File: src/rtl/elastic_buffer_pkg.sv
// Shared sizing helpers and parameter legality rules for elastic_buffer.
package elastic_buffer_pkg;

   function automatic int clog2(input int v);
      int r;
      r = 0;
      while ((1 << r) < v) r++;
      return r;
   endfunction

   // Occupancy spans 0..DEPTH inclusive, hence DEPTH+1 codes.
   function automatic int count_w(input int depth);
      return clog2(depth + 1);
   endfunction

   function automatic int ptr_w(input int depth);
      int w;
      w = clog2(depth - 1);
      return (w < 1) ? 1 : w;
   endfunction

   function automatic bit params_ok(input int depth, input int thresh);
      return (depth >= 2) && (thresh >= 1) && (thresh <= depth);
   endfunction

endpackage

File: src/rtl/elastic_buffer_mem.sv
// Circular store behind the output register: one synchronous write, one combinational read.
module elastic_buffer_mem
   import elastic_buffer_pkg::*;
#(
   parameter int DATA_WIDTH = 32,
   parameter int ENTRIES    = 3,
   parameter int PTR_W      = 2
) (
   input  logic                  clk,
   input  logic                  i_wr_en,
   input  logic [PTR_W-1:0]      i_wr_addr,
   input  logic [DATA_WIDTH-1:0] i_wr_data,
   input  logic [PTR_W-1:0]      i_rd_addr,
   output logic [DATA_WIDTH-1:0] o_rd_data
);

   logic [DATA_WIDTH-1:0] r_mem [ENTRIES];

   always_ff @(posedge clk) begin
      if (i_wr_en) r_mem[i_wr_addr] <= i_wr_data;
   end

   assign o_rd_data = r_mem[i_rd_addr];

endmodule

File: src/rtl/elastic_buffer.sv
// DEPTH-entry valid/ready elastic buffer with registered outputs and occupancy flags.
// Optional stall counter output enabled by defining ELASTIC_BUFFER_STALL_CNT_EN.
module elastic_buffer
   import elastic_buffer_pkg::*;
#(
   parameter int DATA_WIDTH   = 32,
   parameter int DEPTH        = 4,
   parameter int AFULL_THRESH = 3
) (
   input  logic                        clk,
   input  logic                        rst,
   input  logic                        s_valid,
   output logic                        s_ready,
   input  logic [DATA_WIDTH-1:0]       s_data,
   output logic                        m_valid,
   input  logic                        m_ready,
   output logic [DATA_WIDTH-1:0]       m_data,
   output logic [count_w(DEPTH)-1:0]   count,
   output logic                        almost_full
`ifdef ELASTIC_BUFFER_STALL_CNT_EN
  ,output logic [31:0]                 stall_cnt
`endif
);

   localparam int COUNT_W = count_w(DEPTH);
   localparam int PTR_W   = ptr_w(DEPTH);
   localparam int ENTRIES = DEPTH - 1;

   if (!params_ok(DEPTH, AFULL_THRESH)) begin : g_bad_params
      $error("elastic_buffer: DEPTH must be >= 2 and AFULL_THRESH in 1..DEPTH");
   end

   logic                  r_m_valid;
   logic [DATA_WIDTH-1:0] r_m_data;
   logic                  r_s_ready;
   logic [COUNT_W-1:0]    r_count;
   logic                  r_afull;
   logic [PTR_W-1:0]      r_wr_ptr;
   logic [PTR_W-1:0]      r_rd_ptr;

   logic                  w_push;
   logic                  w_pop;
   logic                  w_store_empty;
   logic                  w_push_out;
   logic                  w_wr_en;
   logic                  w_load_store;
   logic [COUNT_W-1:0]    w_count_next;
   logic [DATA_WIDTH-1:0] w_rd_data;

   function automatic logic [PTR_W-1:0] f_inc(input logic [PTR_W-1:0] p);
      return (p == PTR_W'(ENTRIES - 1)) ? '0 : p + PTR_W'(1);
   endfunction

   assign w_push        = s_valid & r_s_ready;
   assign w_pop         = r_m_valid & m_ready;
   // The output register always fills first, so the store holds count-1 beats.
   assign w_store_empty = (r_count <= COUNT_W'(1));
   assign w_push_out    = w_push & (~r_m_valid | (w_pop & w_store_empty));
   assign w_wr_en       = w_push & ~w_push_out;
   assign w_load_store  = w_pop & ~w_store_empty;
   assign w_count_next  = r_count + COUNT_W'(w_push) - COUNT_W'(w_pop);

   elastic_buffer_mem #(
      .DATA_WIDTH (DATA_WIDTH),
      .ENTRIES    (ENTRIES),
      .PTR_W      (PTR_W)
   ) u_mem (
      .clk       (clk),
      .i_wr_en   (w_wr_en),
      .i_wr_addr (r_wr_ptr),
      .i_wr_data (s_data),
      .i_rd_addr (r_rd_ptr),
      .o_rd_data (w_rd_data)
   );

   always_ff @(posedge clk) begin
      if (rst) begin
         r_m_valid <= 1'b0;
         r_m_data  <= '0;
         r_s_ready <= 1'b0;
         r_count   <= '0;
         r_afull   <= 1'b0;
         r_wr_ptr  <= '0;
         r_rd_ptr  <= '0;
      end else begin
         r_count   <= w_count_next;
         r_s_ready <= (w_count_next < COUNT_W'(DEPTH));
         r_afull   <= (w_count_next >= COUNT_W'(AFULL_THRESH));
         if (w_wr_en) r_wr_ptr <= f_inc(r_wr_ptr);
         // Refill from the store on the pop edge so the stream has no bubbles.
         if (w_load_store) begin
            r_m_data <= w_rd_data;
            r_rd_ptr <= f_inc(r_rd_ptr);
         end else if (w_push_out) begin
            r_m_data  <= s_data;
            r_m_valid <= 1'b1;
         end else if (w_pop) begin
            r_m_valid <= 1'b0;
         end
      end
   end

   assign s_ready     = r_s_ready;
   assign m_valid     = r_m_valid;
   assign m_data      = r_m_data;
   assign count       = r_count;
   assign almost_full = r_afull;

`ifdef ELASTIC_BUFFER_STALL_CNT_EN
   logic [31:0] r_stall_cnt;

   always_ff @(posedge clk) begin
      if (rst)                                              r_stall_cnt <= '0;
      else if (r_m_valid & ~m_ready & (r_stall_cnt != '1))  r_stall_cnt <= r_stall_cnt + 32'd1;
   end

   assign stall_cnt = r_stall_cnt;
`endif

endmodule

File: config.mk
export PLATFORM = sky130hd
export DESIGN_NAME = elastic_buffer
export DESIGN_NICKNAME = d
export VERILOG_FILES = /design/src/rtl/elastic_buffer_pkg.sv /design/src/rtl/elastic_buffer_mem.sv /design/src/rtl/elastic_buffer.sv
export SDC_FILE = /design/constraint.sdc
export NUM_CORES = 1
export LEC_CHECK = 0
export CAP_MARGIN = 40
export CORE_MARGIN = 3
export CORE_UTILIZATION = 45
export CTS_BUF_LIST = sky130_fd_sc_hd__clkbuf_2 sky130_fd_sc_hd__clkbuf_4 sky130_fd_sc_hd__clkbuf_8
export DETAILED_ROUTE_END_ITERATION = 10
export GPL_TIMING_DRIVEN = 0
export PLACE_DENSITY = 0.78
export SETUP_SLACK_MARGIN = 0.3
export SLEW_MARGIN = 20
export SYNTH_ARGS = -nofsm -noshare
export SYNTH_HDL_FRONTEND = slang
export SYNTH_SLANG_ARGS = --single-unit
export TNS_END_PERCENT = 10
File: constraint.sdc
create_clock -name clk -period 3.5 [get_ports clk]
set_clock_uncertainty 0.05 [all_clocks]
set_input_delay 0.525 -clock clk [delete_from_list [all_inputs] [get_ports clk]]
set_output_delay 0.525 -clock clk [all_outputs]
set_load 0.02 [all_outputs]
* Word level (Yosys, flattened, before mapping)
Memory sizes are Yosys's and may differ from the RTL's. A register that Yosys moved wholly into a read port is not among the register bits. Cells that the tools add are included.
Storage, ports and cells: bits in registers 42, bits in latches 0, RAM bits 96, memory bits (read-only) 0, bits of input ports 36, output and inout port bits 38, logic and storage cells 41, memories 1
Memory list:
- u_mem.r_mem | depth 3, bits a word 32, rd ports 1, clocked after memory_dff 1, write ports 1, RTL line elastic_buffer_mem.sv:17 | logic [DATA_WIDTH-1:0] r_mem [ENTRIES];
Operators by class: $add $sub $neg 4, $mul 0, divide/modulo/power cells 0, magnitude comparators 3, equal/unequal tests 2, shifts and indexed selects 0, multiplexer cells 10, bitwise logic cells 11, reductions and logical operators 3
Operators by type and width (number):
- 32-bit 2-to-1 mux | 2
- 2-bit 2-to-1 mux | 4
- 1-bit bitwise AND | 6
- 2-bit by 1-bit adder with 2-bit output (second input constant) | 2
- 2-bit == test (second input constant) | 2
- 1-bit 2-to-1 mux | 4
- 1-bit NOT | 4
- 2-bit nonzero test | 2
- 3-bit by 1-bit adder with 3-bit output | 1
- 3-bit by 2-bit >= comparator with 1-bit output (second input constant) | 1
- 3-bit by 1-bit <= comparator with 1-bit output (second input constant) | 1
- 3-bit less-than comparator (second input constant) | 1
- 3-bit by 1-bit subtractor with 3-bit output | 1
- 2-bit AND reduction | 1
- 1-bit OR | 1

* Logic depth before layout (Yosys ltp)
Gate-level depths: netlist (run 1).
depth in word-level cells 8, gate-level depth with buffers 9, depth with buffers taken out 8

* Hierarchy
A second synthesis (run 1) with hierarchy kept.
Unflattened totals: cells, all modules 431, area, all modules 5631.7 um^2
By module, submodules not included:
- elastic_buffer_mem | times used 1, cells an instance 206, area an instance 3622.2 um^2, sequential area each 2882.8 um^2
- elastic_buffer | times used 1, cells an instance 225, area an instance 2009.4 um^2, sequential area each 840.8 um^2

* Least setup slack after synthesis (run 1)
Ideal clock, no wire load.
path type register -> register, from reg r_count[1] (netlist: count[1]), to mem u_mem.r_mem[0][0], enable pin, data arrival time 2.697 ns, required time 3.029 ns, slack 0.332 ns, cell stages (with the launch flop) 6, path through dfxtp_1 > inv_1 > ha_1 > a21bo_2 > or3_1 > nor2_1
On the way: cells in the longest elaborated chain, start to end 8
RTL lines:
- from (decl) | RTL line elastic_buffer.sv:36 | logic [COUNT_W-1:0] r_count;
- from (signal assigned) | RTL line elastic_buffer.sv:86 | r_count <= w_count_next;
- 3-bit by 1-bit <= comparator with 1-bit output | RTL line elastic_buffer.sv:57 | assign w_store_empty = (r_count <= COUNT_W'(1));
- 1-bit bitwise AND | RTL line elastic_buffer.sv:58 | assign w_push_out = w_push & (~r_m_valid | (w_pop & w_store_empty));
- 1-bit OR | RTL line elastic_buffer.sv:58
- 1-bit bitwise AND | RTL line elastic_buffer.sv:58
- 1-bit NOT | RTL line elastic_buffer.sv:59 | assign w_wr_en = w_push & ~w_push_out;
- 1-bit bitwise AND | RTL line elastic_buffer.sv:59
- 1-bit 2-to-1 mux | RTL line elastic_buffer_mem.sv:20 | if (i_wr_en) r_mem[i_wr_addr] <= i_wr_data;
- 1-bit 2-to-1 mux (implied by the code) | RTL line elastic_buffer_mem.sv:20
- to (decl) | RTL line elastic_buffer_mem.sv:17
Every way passes these cells.

* Worst setup path in the final report (run 1)
from reg r_count[1] (netlist: count[1]), to mem u_mem.r_mem[1][11], enable pin
Same word-level chain as after synthesis.

==> out/qor.csv, run 1 <==
stage;metric;value;unit
run_status;outcome;complete, no violations;
worst_setup_path;timing.critical_path.to_type;flop;
drt;route.final.wire_length;13400;um
worst_hold_path;hold_path_depth;2;
worst_setup_path;timing.critical_path.from;count[1];
clock_network;htree_levels;4;
cells_and_area;syn2layout_area_growth;23.1;%
die;pin_count;74;
worst_setup_path;r2r-start;count[1];
drt;drt_iter0_drc;309;
clock_network;cts_buffer_depth;2;
pwr;power.static_leakage;2.36;nW
sta;rsz0062_at_grt;no;
drt;detail_route_antenna_nets;0;
sta;slew_headroom;43.8;%
sta;timing_worst_slew_pin_value;0.844;ns
synth;synth_adder_area_share;0.956;%
clock_network;hold_buffers;0;
global_route;antenna_found_initial;0;
global_route;number_of_global_route_vias_before_repair;4152;
global_route;gr-usage-all-layers;19.2;%
drt;routed_via_density;5.37;
die;die_width;122;um
worst_hold_path;hold_path.startpoint;m_data[8];
sta;fmax;437;MHz
worst_setup_path;crit_path_max_fanout;21;
clock_network;clock_sink_count;140;
cells_and_area;antenna_diode_count;0;
clock_network;worstSkewPairLatency;0.44;ns
synth;synth_top_area_share;47.9;%
die;start_util;46.8;%
placed_design;gp_congestion;0.739;
synth;synthesis.yosys.warnings;0;
cells_and_area;end_of_flow_core_utilization;57.6;%
clock_network;cts_post_setup_buffers_inserted;0;
flow_run;drv_cap;0;
die;dieHeight;122;um
worst_setup_path;crit-reg2reg-capture;u_mem.r_mem[1][11];
clock_network;clock-root-buffer;sky130_fd_sc_hd__clkbuf_8;
sta;timing.final.hold_violations;0;
pwr;power-per-cell-area;590;nW/um^2
synth;yosys-top-cells-count;96 x sky130_fd_sc_hd__edfxtp_1, 44 x sky130_fd_sc_hd__dfxtp_1, 37 x sky130_fd_sc_hd__inv_1;
synth;yosysSeqAreaShare;62.5;%
clock_network;number_of_buffers_added_by_the_clock_tree_synthesis_step;17;
placed_design;detailed_place.area;7030;um^2
die;floorplan.rows;41;
worst_hold_path;whs_endpoint;m_data[8];
cells_and_area;drive_gt1_share;16.6;%
sta;final.setup.worst_slack;1.21;ns
synth;synth.area.top_cells;sky130_fd_sc_hd__edfxtp_1 48%, sky130_fd_sc_hd__dfxtp_1 15%, sky130_fd_sc_hd__a221oi_2 7.5%;
synth;post_synth_inst_count;442;
synth;synth_fp_nets;482;
global_route;wire_length_of_the_first_global_routing_pass;21600;um
drt;drcViolationCount;0;
synth;synth-seq-cells;140;
clock_network;clk_pin_slew;0.07;ns
worst_setup_path;criticalPathCategory;reg2reg;
synth;xor_xnor_portion_of_the_synthesized_cell_area;0.145;%
sta;min_period;2.29;ns
clock_network;tritoncts;yes;
sta;timing.hold.ws;0.412;ns
worst_setup_path;ff2ff_setup_slack;1.21;ns
worst_setup_path;rr_worst_depth;6;
synth;post_synthesis_instance_area;6020;um^2
worst_setup_path;critPathArrivalTime;2.38;ns
synth;synth.largest_area_cell;sky130_fd_sc_hd__edfxtp_1;
synth;yosysUniqueCellTypes;31;
drt;routed_wire_length_per_instance;18.5;um
die;core_area;12900;um^2
placed_design;numPortBuffers;72;
global_route;remaining_global_route_overflow;0;
sta;setup_total_negative_slack;0;ns
synth;synth.mux.area_fraction;5.98;%
pwr;ir_worst_vdd;0.000308;V
synth;synth_top_family_by_area;compound AO/OA/AOI/OAI gates;
clock_network;post_cts_resize_count;0;
global_route;grt_max_degree;24;
placed_design;hpwlAfterDp;9010;um
sta;report.final.setup_viol;0;
synth;synth_top_flop_cell;sky130_fd_sc_hd__edfxtp_1;
drt;num_vias;3875;
die;floorplan.die_area;14800;um^2
synth;synth_async_sr_flop_share;0;%
sta;final_max_slew_viol_count;0;
placed_design;place_worst_setup_slack;0.753;ns
synth;synth-edff-count;96;
synth;compound_gate_portion_of_the_synthesized_area;15.5;%
cells_and_area;fin_area;7410;um^2
synth;yosys.area_share.simple;9.29;%
drt;firstDrtPassIters;5;
cells_and_area;fin_nets;576;
synth;synth_most_common_cell;sky130_fd_sc_hd__edfxtp_1;
synth;synth.avg_cell_area;13.6;um^2
worst_setup_path;critPathLaunchType;flop;
sta;final_min_period_over_clock_period;65.4;%
worst_setup_path;worst_ep_required_time;3.59;ns
worst_hold_path;worstHoldPathType;reg2reg;
[area by class of cell]
| cell class | instances | area [um^2] |
|---|---|---|
| sequential | 140 | 3760 |
| inverter | 37 | 139 |
| buffer | 38 | 200 |
| multi-input combinational | 227 | 1940 |
| tap | 172 | 215 |
| timing repair buffer | 75 | 781 |
| clock inverter | 10 | 98.8 |
| clock buffer | 22 | 278 |
| fill | 1038 | 5470 |
[metal layers]
metal	vias to the layer above	track usage (%)	part of all wire (%)
met5	-	0	0
met1	1893	23.9	41
li1	1837	-	-
met4	0	9.45	1.6
met3	15	3.16	5.7
met2	130	32.6	52
[worst max-delay path by stage]
stage                         end
5_1_grt        u_mem.r_mem[1][16]
2_1_floorplan   u_mem.r_mem[0][0]
3_3_place_gp   u_mem.r_mem[0][16]
4_1_cts        u_mem.r_mem[0][16]
6_report       u_mem.r_mem[1][11]
3_5_place_dp   u_mem.r_mem[0][13]
[power by group]
part / leakage [nW] / internal (mW) / switching [mW] / total (mW)
clock: 0.188 / 0.669 / 0.566 / 1.23
sequential: 1.22 / 1.91 / 0.0760 / 1.99
combinational: 0.948 / 0.532 / 0.621 / 1.15
total: 2.36 / 3.11 / 1.26 / 4.38
[registers in the layout, indices dropped and copies added, names as in the netlist, named ones only]
signal       flops
almost_full      1
count            3
m_data          32
m_valid          1
r_rd_ptr         2
r_wr_ptr         2
s_ready          1
u_mem.r_mem     96
[worst max-delay path, cell delays in order, from the launching register on]
cell and delay [ns]:
sky130_fd_sc_hd__dfxtp_1 0.33, sky130_fd_sc_hd__inv_1 0.07, sky130_fd_sc_hd__ha_1 0.23, sky130_fd_sc_hd__a21bo_2 0.22
sky130_fd_sc_hd__or3_1 0.43, sky130_fd_sc_hd__nor2_4 0.40, sky130_fd_sc_hd__buf_12 0.24
[logic make-up after synthesis]
logic type / count (synthesis)
adders and majority gates: 4
AOI/OAI and AO/OA: 105
DFF: 140
buffers and inverters: 75
xor gates and xnor gates: 1
muxes: 32
and+or+nand+nor: 85
[through the flow]
stage | instances | power (mW)
6_report | 721 | 4.38
5_1_grt | 721 | 4.56
3_5_place_dp | 689 | 3.18
3_3_place_gp | 686 | 3.15
4_1_cts | 721 | 4.40
2_1_floorplan | 442 | 2.71
[cells in the final DEF (no fill, tap or decap), drive strengths merged, types with 4 or more instances in the layout]
cell,n
inv,37
nor2b,4
a21oi,35
mux2,32
edfxtp,96
a221oi,32
nand3b,34
nand2b,34
buf,30
nor2,4
clkinv,6
o211ai,32
clkdlybuf4s50,72
clkbuf,33
dfxtp,44
(Power assumes the default switching activity.)
==> run 2: changes to the inputs <==
Settings changed: PLACE_DENSITY 0.78 to 0.8.
Clock period 3.5 ns to 1.96 ns, I/O delays scaled along.
==> out/qor.csv, run 2 (synthesis gave the netlist of run 1 again) <==
stage;metric;value;unit;change
worst_setup_path;worst_ep_required_time;2.07;ns;-1.52 ns
cells_and_area;largest_reg_flops;96;;unchanged
placed_design;place_worst_setup_slack;-0.541;ns;-1.29 ns
die;die_width;122;um;unchanged
worst_setup_path;timing.critical_path.to_type;flop;;
clock_network;clk_pin_slew;0.07;ns;about the same
worst_setup_path;ff2ff_setup_slack;0.04;ns;-1.18 ns
sta;min_period;1.92;ns;-0.363 ns
worst_setup_path;timing.critical_path.slowest_stage_cell;sky130_fd_sc_hd__or3_4;;
worst_setup_path;crit_path_max_fanout;21;;unchanged
clock_network;clock-root-buffer;sky130_fd_sc_hd__clkbuf_8;;
cells_and_area;fin_nets;585;;+1.6%
sta;timing.final.hold_violations;0;;unchanged
worst_setup_path;r2r-start;count[1];;
worst_setup_path;rr_worst_depth;6;;unchanged
clock_network;cts_buffer_depth;2;;unchanged
worst_setup_path;critPathArrivalTime;2.03;ns;-0.35 ns
cells_and_area;fin_area;7770;um^2;+4.8%
cells_and_area;syn2layout_area_growth;29.0;%;
pwr;power.static_leakage;3.07;nW;+30%
clock_network;number_of_buffers_added_by_the_clock_tree_synthesis_step;17;;unchanged
worst_setup_path;cp_num_buf_inv;2;;unchanged
flow_run;drv_cap;0;;unchanged
worst_hold_path;hold_path_depth;4;;+2
sta;final_min_period_over_clock_period;98.2;%;+33 points
global_route;antenna_found_initial;0;;unchanged
die;floorplan.die_area;14800;um^2;unchanged
die;pin_count;74;;unchanged
die;start_util;46.8;%;unchanged
pwr;power;8.03;mW;+84%
drt;drt_iter0_drc;329;;+6.5%
worst_hold_path;hold_path.startpoint;s_valid;;
sta;final_max_slew_viol_count;0;;unchanged
pwr;ir_worst_vdd;0.000403;V;+31%
placed_design;hpwlAfterDp;8660;um;-3.9%
pwr;power-per-cell-area;1030;nW/um^2;+75%
drt;routed_via_density;5.52;;+2.7%
clock_network;clock_sink_count;140;;unchanged
worst_setup_path;crit_path_cell_trace;inv_4, ha_4, a21bo_4, or3_4, nor2_4, clkbuf_16;;
die;core_area;12900;um^2;unchanged
worst_hold_path;worstHoldPathType;in2reg;;
drt;routed_wire_length_per_instance;18.8;um;+1.6%
global_route;gr-usage-all-layers;19.2;%;+0.023 points
sta;slew_headroom;56.7;%;+13 points
placed_design;detailed_place.area;7060;um^2;+0.41%
sta;final.setup.worst_slack;0.0355;ns;-1.18 ns
sta;timing_worst_slew_pin_value;0.649;ns;-0.195 ns
die;dieHeight;122;um;unchanged
placed_design;numPortBuffers;72;;unchanged
clock_network;tritoncts;yes;;
cells_and_area;top_library_cells_by_usage_in_the_layout_fill_and_taps_aside;96 x sky130_fd_sc_hd__edfxtp_1, 40 x sky130_fd_sc_hd__dfxtp_1, 38 x sky130_fd_sc_hd__dlymetal6s2s_1, 35 x sky130_fd_sc_hd__a21oi_1;;
drt;num_vias;4029;;+4.0%
worst_hold_path;whs_endpoint;m_valid;;
global_route;grt_max_degree;33;;+38%
sta;report.final.setup_viol;0;;unchanged
cells_and_area;largest_register;u_mem.r_mem;;
cells_and_area;antenna_diode_count;0;;unchanged
global_route;number_of_global_route_vias_before_repair;4201;;+1.2%
worst_setup_path;critPathLaunchType;flop;;
worst_setup_path;criticalPathCategory;reg2reg;;
placed_design;gp_congestion;0.753;;+1.8%
sta;fmax;520;MHz;+19%
worst_setup_path;critical_path.max_stage_delay;0.43;ns;about the same
cells_and_area;fillCellCount;942;;-9.2%
worst_setup_path;cpLargestDelayFamily;simple AND/OR/NAND/NOR gates;;
global_route;remaining_global_route_overflow;0;;unchanged
drt;route.final.wire_length;13700;um;+2.8%
global_route;wire_length_of_the_first_global_routing_pass;21600;um;about the same
run_status;outcome;complete, no violations;;
drt;drcViolationCount;0;;unchanged
drt;detail_route_antenna_nets;0;;unchanged
sta;setup_total_negative_slack;0;ns;unchanged
clock_network;htree_levels;4;;unchanged
drt;firstDrtPassIters;5;;unchanged
cells_and_area;drive_gt1_share;23.1;%;+6.5 points
die;floorplan.rows;41;;unchanged
sta;rsz0062_at_grt;yes;;
cells_and_area;layout_commonest_cell;sky130_fd_sc_hd__edfxtp_1;;
clock_network;worstSkewPairLatency;0.45;ns;about the same
worst_setup_path;crit-reg2reg-capture;u_mem.r_mem[1][0];;
==> run 2: changes by cell type in the layout (fill, tap and decap cells not counted), sizes merged, moves of 2 or more <==
cell | before | now
dlymetal6s2s | 0 | 38
clkbuf | 33 | 35
clkinvlp | 2 | 4
buf | 30 | 34
clkdlybuf4s50 | 72 | 33
inv | 37 | 39
==> run 2: worst max-delay path by stage <==
| stage | depth (start not counted) | from | to |
|---|---|---|---|
| after floorplan | 5 | count[1] | u_mem.r_mem[1][0] |
| final | 6 | count[1] | u_mem.r_mem[1][0] |
| after global routing | 6 | count[1] | u_mem.r_mem[1][0] |
| after CTS | 6 | count[1] | u_mem.r_mem[0][7] |
| after detailed placement | 5 | m_ready | u_mem.r_mem[1][17] |
| after global placement | 4 | m_ready | u_mem.r_mem[1][17] |
==> run 2: through the flow <==
stage	instances	hold slack [ns]	utilization [%]
after floorplan	442	0.317	-
after global placement	686	0.403	54.4
after detailed placement	688	0.407	54.9
after CTS	726	0.263	58.6
after global routing	730	0.290	60.3
final	730	0.284	60.3
==> run 2: timing repair <==
item,4_1_cts,5_1_grt
buffers inserted,6,3
gates resized for setup,17,82
pin swaps,4,32
hold buffers,0,0
setup endpoints to repair,167,171
==> run 2: layout make-up <==
cell class | instances | area, um^2 | share of cell area (%)
timing repair buffer | 84 | 943 | 12.1
clock inverter | 13 | 119 | 1.53
multi-input combinational | 227 | 2040 | 26.2
buffer | 38 | 285 | 3.67
inverter | 37 | 141 | 1.82
clock buffer | 19 | 249 | 3.21
tap | 172 | 215 | 2.77
sequential | 140 | 3780 | 48.6
==> run 2: routing by layer <==
layer,up-vias,GRT usage (%),wire (um)
met5,-,0,0
met4,0,8.47,208
met3,19,5.43,1010
met2,152,32.0,6890
met1,2007,23.5,5620
li1,1851,-,-
==> run 2: tightest hold or removal path, stage by stage <==
cell                      delay (ns)
sky130_fd_sc_hd__buf_2          0.16
sky130_fd_sc_hd__nand2_8        0.09
sky130_fd_sc_hd__buf_4          0.13
sky130_fd_sc_hd__a21oi_1        0.06
==> run 2: report_power, final <==
| group | internal (mW) | switching [mW] |
|---|---|---|
| clock | 1.03 | 1.12 |
| sequential | 3.42 | 0.142 |
| combinational | 1.12 | 1.20 |
| total | 5.57 | 2.46 |
==> run 3: changes to the inputs <==
Settings changed: PLACE_DENSITY 0.8 to 0.78.
Clock period 1.96 ns to 2.11 ns, I/O delays scaled along.
==> out/qor.csv, run 3 (synthesis gave the netlist of run 1 again) <==
stage;metric;value;unit;change
sta;final.setup.worst_slack;0.160;ns;+0.125 ns
drt;route.final.wire_length;14000;um;+2.3%
worst_setup_path;critical_path.max_stage_delay;0.41;ns;-0.02 ns
sta;timing_worst_slew_pin_value;0.760;ns;+0.111 ns
worst_hold_path;worstHoldPathType;in2reg;;
placed_design;numPortBuffers;72;;unchanged
drt;drcViolationCount;0;;unchanged
drt;num_vias;4041;;+0.30%
worst_setup_path;critPathLaunchType;flop;;
cells_and_area;largest_reg_flops;96;;unchanged
sta;rsz0062_at_grt;yes;;
flow_run;drv_cap;0;;unchanged
sta;final_max_slew_viol_count;0;;unchanged
sta;timing.final.hold_violations;0;;unchanged
die;floorplan.die_area;14800;um^2;unchanged
clock_network;worstSkewPairLatency;0.45;ns;about the same
global_route;gr-usage-met2;33.4;%;+1.5 points
global_route;grtUsageMet3;4.55;%;-0.88 points
worst_setup_path;critPathArrivalTime;2.24;ns;+0.21 ns
worst_setup_path;crit-reg2reg-capture;almost_full;;
global_route;grt.met1_usage;23.9;%;+0.37 points
placed_design;gp_congestion;0.762;;+1.2%
run_status;outcome;complete, no violations;;
cells_and_area;drive_gt1_share;22.7;%;-0.42 points
pwr;share_comb_of_total_power;28.2;%;-0.6 points
drt;routed_via_density;5.49;;-0.52%
placed_design;total_instance_count_after_detailed_placement;689;;+0.15%
pwr;power_switching_share;28.7;%;-1.9 points
drt;detail_route_antenna_nets;0;;unchanged
global_route;gr-usage-all-layers;19.5;%;+0.22 points
pwr;power-per-cell-area;979;nW/um^2;-5.3%
sta;final_min_period_over_clock_period;92.4;%;-5.8 points
global_route;number_of_global_route_vias_before_repair;4135;;-1.6%
sta;slew_headroom;49.4;%;-7.4 points
global_route;antenna_found_initial;0;;unchanged
drt;firstDrtPassIters;6;;+1
clock_network;clk_pin_slew;0.07;ns;about the same
cells_and_area;syn2layout_area_growth;28.9;%;about the same
die;dieHeight;122;um;unchanged
worst_setup_path;critical-path-top-cell-by-count;sky130_fd_sc_hd__ha_4;;
worst_hold_path;whs_endpoint;m_valid;;
pwr;p_clk_share;28.1;%;+1.3 points
worst_setup_path;crit_path_max_fanout;5;;-76%
clock_network;cts_buffer_depth;2;;unchanged
clock_network;clock_sink_count;140;;unchanged
drt;drt_iter0_drc;284;;-14%
worst_setup_path;worst_ep_required_time;2.40;ns;+0.33 ns
drt;routed_wire_length_per_instance;19.1;um;+1.5%
global_route;remaining_global_route_overflow;0;;unchanged
sta;fmax;513;MHz;-1.3%
sta;report.final.setup_viol;0;;unchanged
pwr;switchingPower;2.18;mW;-11%
worst_hold_path;hold_path.startpoint;s_valid;;
clock_network;number_of_buffers_added_by_the_clock_tree_synthesis_step;17;;unchanged
die;start_util;46.8;%;unchanged
global_route;gr_peak_layer;met2;;
cells_and_area;top_library_cells_by_usage_in_the_layout_fill_and_taps_aside;96 x sky130_fd_sc_hd__edfxtp_1, 71 x sky130_fd_sc_hd__clkdlybuf4s50_1, 40 x sky130_fd_sc_hd__dfxtp_1, 35 x sky130_fd_sc_hd__a21oi_1;;
cells_and_area;layout_commonest_cell;sky130_fd_sc_hd__edfxtp_1;;
pwr;p_int;5.41;mW;-2.8%
worst_setup_path;crit_path_cell_trace;buf_6, nand2_8, ha_4, inv_2, ha_4, fa_2, xnor2_2, nor2b_4, a21o_1;;
die;floorplan.rows;41;;unchanged
die;pin_count;74;;unchanged
global_route;wire_length_of_the_first_global_routing_pass;21500;um;-0.19%
worst_setup_path;timing.critical_path.slowest_stage_cell;sky130_fd_sc_hd__fa_2;;
cells_and_area;fin_nets;591;;+1.0%
cells_and_area;antenna_diode_count;0;;unchanged
cells_and_area;largest_register;u_mem.r_mem;;
worst_setup_path;r2r-start;s_ready;;
worst_setup_path;rr_worst_depth;9;;+3
worst_setup_path;ff2ff_setup_slack;0.16;ns;+0.12 ns
pwr;power.static_leakage;2.51;nW;-18%
worst_setup_path;timing.critical_path.to_type;flop;;
global_route;grt_max_degree;18;;-45%
placed_design;place_worst_setup_slack;-0.569;ns;-0.0277 ns
worst_hold_path;hold_path_depth;3;;-1
placed_design;hpwlAfterDp;8890;um;+2.6%
pwr;ir_worst_vdd;0.000406;V;+0.77%
cells_and_area;final_cells;736;;+0.82%
clock_network;clock-root-buffer;sky130_fd_sc_hd__clkbuf_8;;
clock_network;tritoncts;yes;;
die;die_width;122;um;unchanged
worst_setup_path;criticalPathCategory;reg2reg;;
pwr;power.sequential.fraction;43.8;%;-0.6 points
clock_network;htree_levels;4;;unchanged
sta;min_period;1.95;ns;+0.0253 ns
die;core_area;12900;um^2;unchanged
-- run 3: what timing repair did --
action	CTS	global route
pin swaps	3	6
gates resized for setup	12	20
buffers inserted	8	5
endpoints found under the setup margin	116	134
cloned	1	1
hold buffers	0	0
-- run 3: metrics by stage --
| step | power [mW] | cell area (um^2) | utilization [%] | hold WS, ns | setup TNS [ns] |
|---|---|---|---|---|---|
| final | 7.60 | 7760 | 60.3 | 0.198 | 0 |
| after global placement | 5.28 | 7010 | 54.4 | 0.405 | -57.91 |
| after CTS | 7.50 | 7630 | 59.2 | 0.184 | 0 |
| after floorplan | 4.54 | 6070 | - | 0.340 | -3.89 |
| after detailed placement | 5.33 | 7090 | 55.1 | 0.402 | -36.80 |
| after global routing | 7.92 | 7760 | 60.3 | 0.186 | 0 |
-- run 3: power groups by stage --
stage | clock network (mW) | registers (mW) | logic, mW
2_1_floorplan | 0 | 3.61 | 0.929
3_3_place_gp | 0 | 3.37 | 1.91
3_5_place_dp | 0 | 3.38 | 1.94
4_1_cts | 2.16 | 3.33 | 2.02
5_1_grt | 2.28 | 3.36 | 2.29
6_report | 2.13 | 3.33 | 2.14
-- run 3: metal layers --
layer / share of wire (%) / vias up
met5: 0 / -
met4: 1.6 / 0
met3: 6.4 / 27
met2: 51 / 160
met1: 41 / 1990
li1: - / 1864
-- run 3: worst max-delay path, delay by kind of cell (launching register included) --
family / cells / cell delay [ns]
buf+inv: 2 / 0.15
xor+xnor: 1 / 0.16
fa+ha+maj: 3 / 0.82
simple gates: 2 / 0.19
compound gates: 1 / 0.15
flops: 1 / 0.34
-- run 3: how the worst max path moves through the flow --
stage / start / endpoint / depth (start not counted)
final: s_ready / almost_full / 9
after global routing: s_ready / almost_full / 9
after CTS: s_ready / almost_full / 9
after detailed placement: m_ready / u_mem.r_mem[1][13] / 5
after global placement: m_ready / u_mem.r_mem[1][19] / 4
after floorplan: count[1] / u_mem.r_mem[1][0] / 5
-- run 3: final cells by class --
class / count / area, um^2
well taps: 172 / 215
inverters: 37 / 141
repair buffers: 90 / 985
fillers: 995 / 5110
flip-flops and latches: 140 / 3780
plain buffers: 38 / 224
clock buffers: 24 / 305
clock inverters: 8 / 91.3
multi-input cells: 227 / 2020
==> patch 1: new RTL, config.mk and constraints of run 1 <==
The option `ELASTIC_BUFFER_STALL_CNT_EN` is turned on by a define.
--- a/src/rtl/elastic_buffer.sv
+++ b/src/rtl/elastic_buffer.sv
@@ -1,5 +1,7 @@
 // DEPTH-entry valid/ready elastic buffer with registered outputs and occupancy flags.
 // Optional stall counter output enabled by defining ELASTIC_BUFFER_STALL_CNT_EN.
+`define ELASTIC_BUFFER_STALL_CNT_EN
+
 module elastic_buffer
    import elastic_buffer_pkg::*;
 #(
Behaviour (old outputs only; new: stall_cnt): unchanged (Yosys induction, for registers that start in step).
==> patch 1 against run 1 <==
  * Clock power up 20%
  * Worst setup slack worse by 0.52 ns
  * First-iteration DRC count grew 31%
  * Area after synthesis rose by 20%
  * Global-route usage is essentially flat
  * Power is 7.5% higher
  * Design area grew 21%
  * Wire length up 23%
  * Sequential cell count is 32 higher
  * Combinational power shrank 20%
  * Sequential power increased by 17%
  * Utilization increased by 0.68 points
  * Largest power group unchanged
==> patch 1: results <==
[worst_setup_path]
worstPathArrival_ns = 3.09
r2r_cells = 8
slowest_delay_ns = 0.64
cp_slowest_cell = "a21boi_1"
cpLargestDelayFamily = "compound AO/OA/AOI/OAI gates"
worst-path-max-fanout = 10

[global_routing]
grt_max_degree = 33
grt_use_met1 = 0.242
antenna_found_initial = 0
grtUsageMet2 = 0.317
grt_use_met3 = 0.0627
grt_pass1_vias = 5200
track_usage = 0.192
grt_pass1_wl_mm = 26.6

[detailed_routing]
vias = 5109
route.met2.wl_mm = 8.14
wl_met1_mm = 6.99
finalWirelength_mm = 16.4
drt-wirelength-per-cell_um = 17.2
firstDrtPassIters = 7
dr.max_layer_used = "met4"
dr_wl_met3_mm = 1.06
drtIter0Drc = 405

[cells_and_area]
seq_cells = 172
multi_input_cells = 387
fill_cells = 1259
multi_input_area_um2 = 2650
buf_share = 0.135
num-nets-final = 768
drive_gt1_frac = 0.122
largest-register = "u_mem.r_mem"
n_all_inverters = 11
final-clk-cell-share = 0.0468
nNonClkBuffers = 137
final_area_um2 = 8980
register_area_um2 = 4400
clock_buffer_count = 18

[clocking]
htreeDepth = 4
insertion_delay_ns = 0.46
cts_buffer_depth = 2
clk_pin_slew_worst_paths_ns = 0.09

[outcome]
outcome = "complete, no violations"

[placement]
gp_congestion = 0.868
portBuffers = 105
postPlaceCellArea_um2 = 8560
place_ws_ns = 0.373
dp_hpwl_mm = 11.2
place_inst = 918

[synthesis]
yosys.cell_types.count = 47
synth-seq-area-share = 0.611
netlist_top_cells_count = "edfxtp_1 (96), dfxtp_1 (76), mux2i_1 (64), nor2_1 (57), nand2_1 (50)"
syn_nets = 642
netlist_instances = 600
synthTopCellsByArea = "edfxtp_1 (40%), dfxtp_1 (21%), mux2i_1 (8.9%)"
synth_edf_count = 96

[power_and_ir_drop]
p_switching_uw = 1280
p_leak_uw = 0.00307
ir_worst_vdd_uv = 274

[sta]
slew_headroom = 0.462

[die]
die_x_um = 133
[patch 1: final timing paths]
path	slack (ns)	from	end
min	0.45	r_wr_ptr[1]$_SDFFE_PP0P_	r_wr_ptr[1]$_SDFFE_PP0P_
max reg2reg	0.69	count[1]$_SDFF_PP0_	m_data[4]$_SDFFE_PP0P_
min reg2reg	0.45	r_wr_ptr[1]$_SDFFE_PP0P_	r_wr_ptr[1]$_SDFFE_PP0P_
max	0.69	count[1]$_SDFF_PP0_	m_data[4]$_SDFFE_PP0P_
[patch 1: cells by family after synthesis]
family / synth area share
DFF: 0.611
adders and majority gates: 0.0115
and+or+nand+nor: 0.133
AOI/OAI and AO/OA: 0.0606
buffers and inverters: 0.0239
xor gates and xnor gates: 0.00850
muxes: 0.151
[patch 1: power groups by stage]
stage	sequential [uW]	clock (uW)	combinational (uW)
6_report	2320	1470	916
5_1_grt	2340	1590	992
4_1_cts	2320	1500	927
3_5_place_dp	2370	0	922
3_3_place_gp	2360	0	894
2_1_floorplan	2470	0	442
==> patch 2: new RTL, settings of run 1 <==
Without the edit above. Put one more register stage on the output `count`, cleared by the reset. The value now appears one clock later. The other outputs are not delayed to match.
--- a/src/rtl/elastic_buffer.sv
+++ b/src/rtl/elastic_buffer.sv
@@ -103,7 +103,13 @@
    assign s_ready     = r_s_ready;
    assign m_valid     = r_m_valid;
    assign m_data      = r_m_data;
-   assign count       = r_count;
+   always_ff @(posedge clk) begin
+      if (rst) begin
+         count <= '0;
+      end else begin
+         count <= r_count;
+      end
+   end
    assign almost_full = r_afull;
 
 `ifdef ELASTIC_BUFFER_STALL_CNT_EN
Check against the original RTL: not equivalent (Yosys sat finds a counterexample within 4 cycles, from zero or initial values and one cycle with rst high).
==> patch 2 against run 1 <==
  * Count of clock-buffer cells in the layout down 5
  * Sequential power up 2%
  * Design area up 2.7%
  * Wire length up 5.3%
  * Area after synthesis up 1.3%
  * Sequential cell count up 3
  * Power up 9.6%
  * Worst setup slack worse by 0.11 ns
==> patch 2: results <==
[global_routing]
grt_max_degree = 27
grt_pass1_vias = 4211
grt_pass1_wl_mm = 22.1
antenna_found_initial = 0
track_usage = 0.196

[detailed_routing]
route.met2.wl_mm = 7.32
dr.max_layer_used = "met4"
vias = 3988
drt-wirelength-per-cell_um = 19.3
dr_wl_met3_um = 841
drtIter0Drc = 244
wl_met1_mm = 5.59
firstDrtPassIters = 5

[clocking]
cts-root-buf = "clkbuf_8"
insertion_delay_ns = 0.44
cts_buffer_depth = 2
postCtsResizedCells = 0
clk_pin_slew_worst_paths_ns = 0.08
cts_setup_buffers = 0
cts_made_buffers = 17
htreeDepth = 4

[worst_setup_path]
cpLargestDelayFamily = "simple AND/OR/NAND/NOR gates"
worst-path-max-fanout = 20
slowest_delay_ns = 0.48
cp_slowest_cell = "nor2_4"
worstPathArrival_ns = 2.49

[placement]
postPlaceCellArea_um2 = 7110
gp_congestion = 0.765
dp_hpwl_mm = 9.02
portBuffers = 71

[cells_and_area]
fill_cells = 1014
largest_reg_flops = 96
largest-register = "u_mem.r_mem"
drive_gt1_frac = 0.168
num-nets-final = 582
antennaDiodeCount = 0

[sta]
final.setup.tns_ns = 0
slew_headroom = 0.467

[hold_path]
hp-class = "reg2reg"

[synthesis]
yosys_warnings = 0
syn_nets = 489
async_reset_ff_frac = 0
synth-seq-area-share = 0.627
netlist_top_cells_count = "edfxtp_1 (96), dfxtp_1 (47), inv_1 (37), a21oi_1 (35)"
synth_edf_count = 96
synthTopCellsByArea = "edfxtp_1 (47%), dfxtp_1 (15%), a221oi_2 (7.4%)"
yosys.cell_types.count = 31

[outcome]
outcome = "complete, no violations"

[power_and_ir_drop]
ir_worst_vdd_uv = 276
p_leak_uw = 0.00244
patch 2: layout make-up:
cell class	instances	area, um2	area share
clock inverter	15	267	0.0350
sequential	143	3820	0.503
inverter	37	139	0.0183
timing repair buffer	74	778	0.102
multi-input combinational	230	1950	0.256
clock buffer	17	234	0.0308
tap	172	215	0.0283
buffer	39	203	0.0266
patch 2: routing by layer:
layer,vias up,GRT usage
li1,1855,-
met1,1969,0.233
met2,134,0.344
met3,30,0.0502
met4,0,0.0707
met5,-,0
patch 2: per-stage QoR:
step                setup slack [ns]  total power [uW]  cells  hold slack [ns]
finish                          1.10              4800    727            0.409
global route                   0.995              4990    727            0.441
CTS                             1.11              4820    727            0.404
detailed placement             0.685              3210    695            0.393
global placement               -1.04              3170    692            0.390
floorplan                      0.467              2750    449            0.370
patch 2: path summary, 6_finish.rpt:
path                         startpoint                      endpoint  slack (ns)  cells past startpoint
setup / recovery  r_count[1]$_SDFF_PP0_  u_mem.r_mem[0][21]$_DFFE_PP_        1.10                      6
hold / removal    r_count[2]$_SDFF_PP0_           count[2]$_SDFF_PP0_        0.41                      2
setup reg to reg  r_count[1]$_SDFF_PP0_  u_mem.r_mem[0][21]$_DFFE_PP_        1.10                      6
hold reg to reg   r_count[2]$_SDFF_PP0_           count[2]$_SDFF_PP0_        0.41                      2
patch 2: cell families after synthesis:
logic type               synth area share
AND/OR/NAND/NOR                    0.0940
XOR/XNOR                          0.00144
buffers and inverters              0.0560
multiplexers                       0.0591
adder cells (fa/ha/maj)           0.00944
flip-flops                          0.627
AO/OA/AOI/OAI                       0.153
patch 2: where the power goes:
part / switching [uW] / internal [uW] / leakage, uW
registers: 81.2 / 1950 / 0.00125
clock network: 622 / 989 / 0.000237
logic: 627 / 525 / 0.000951
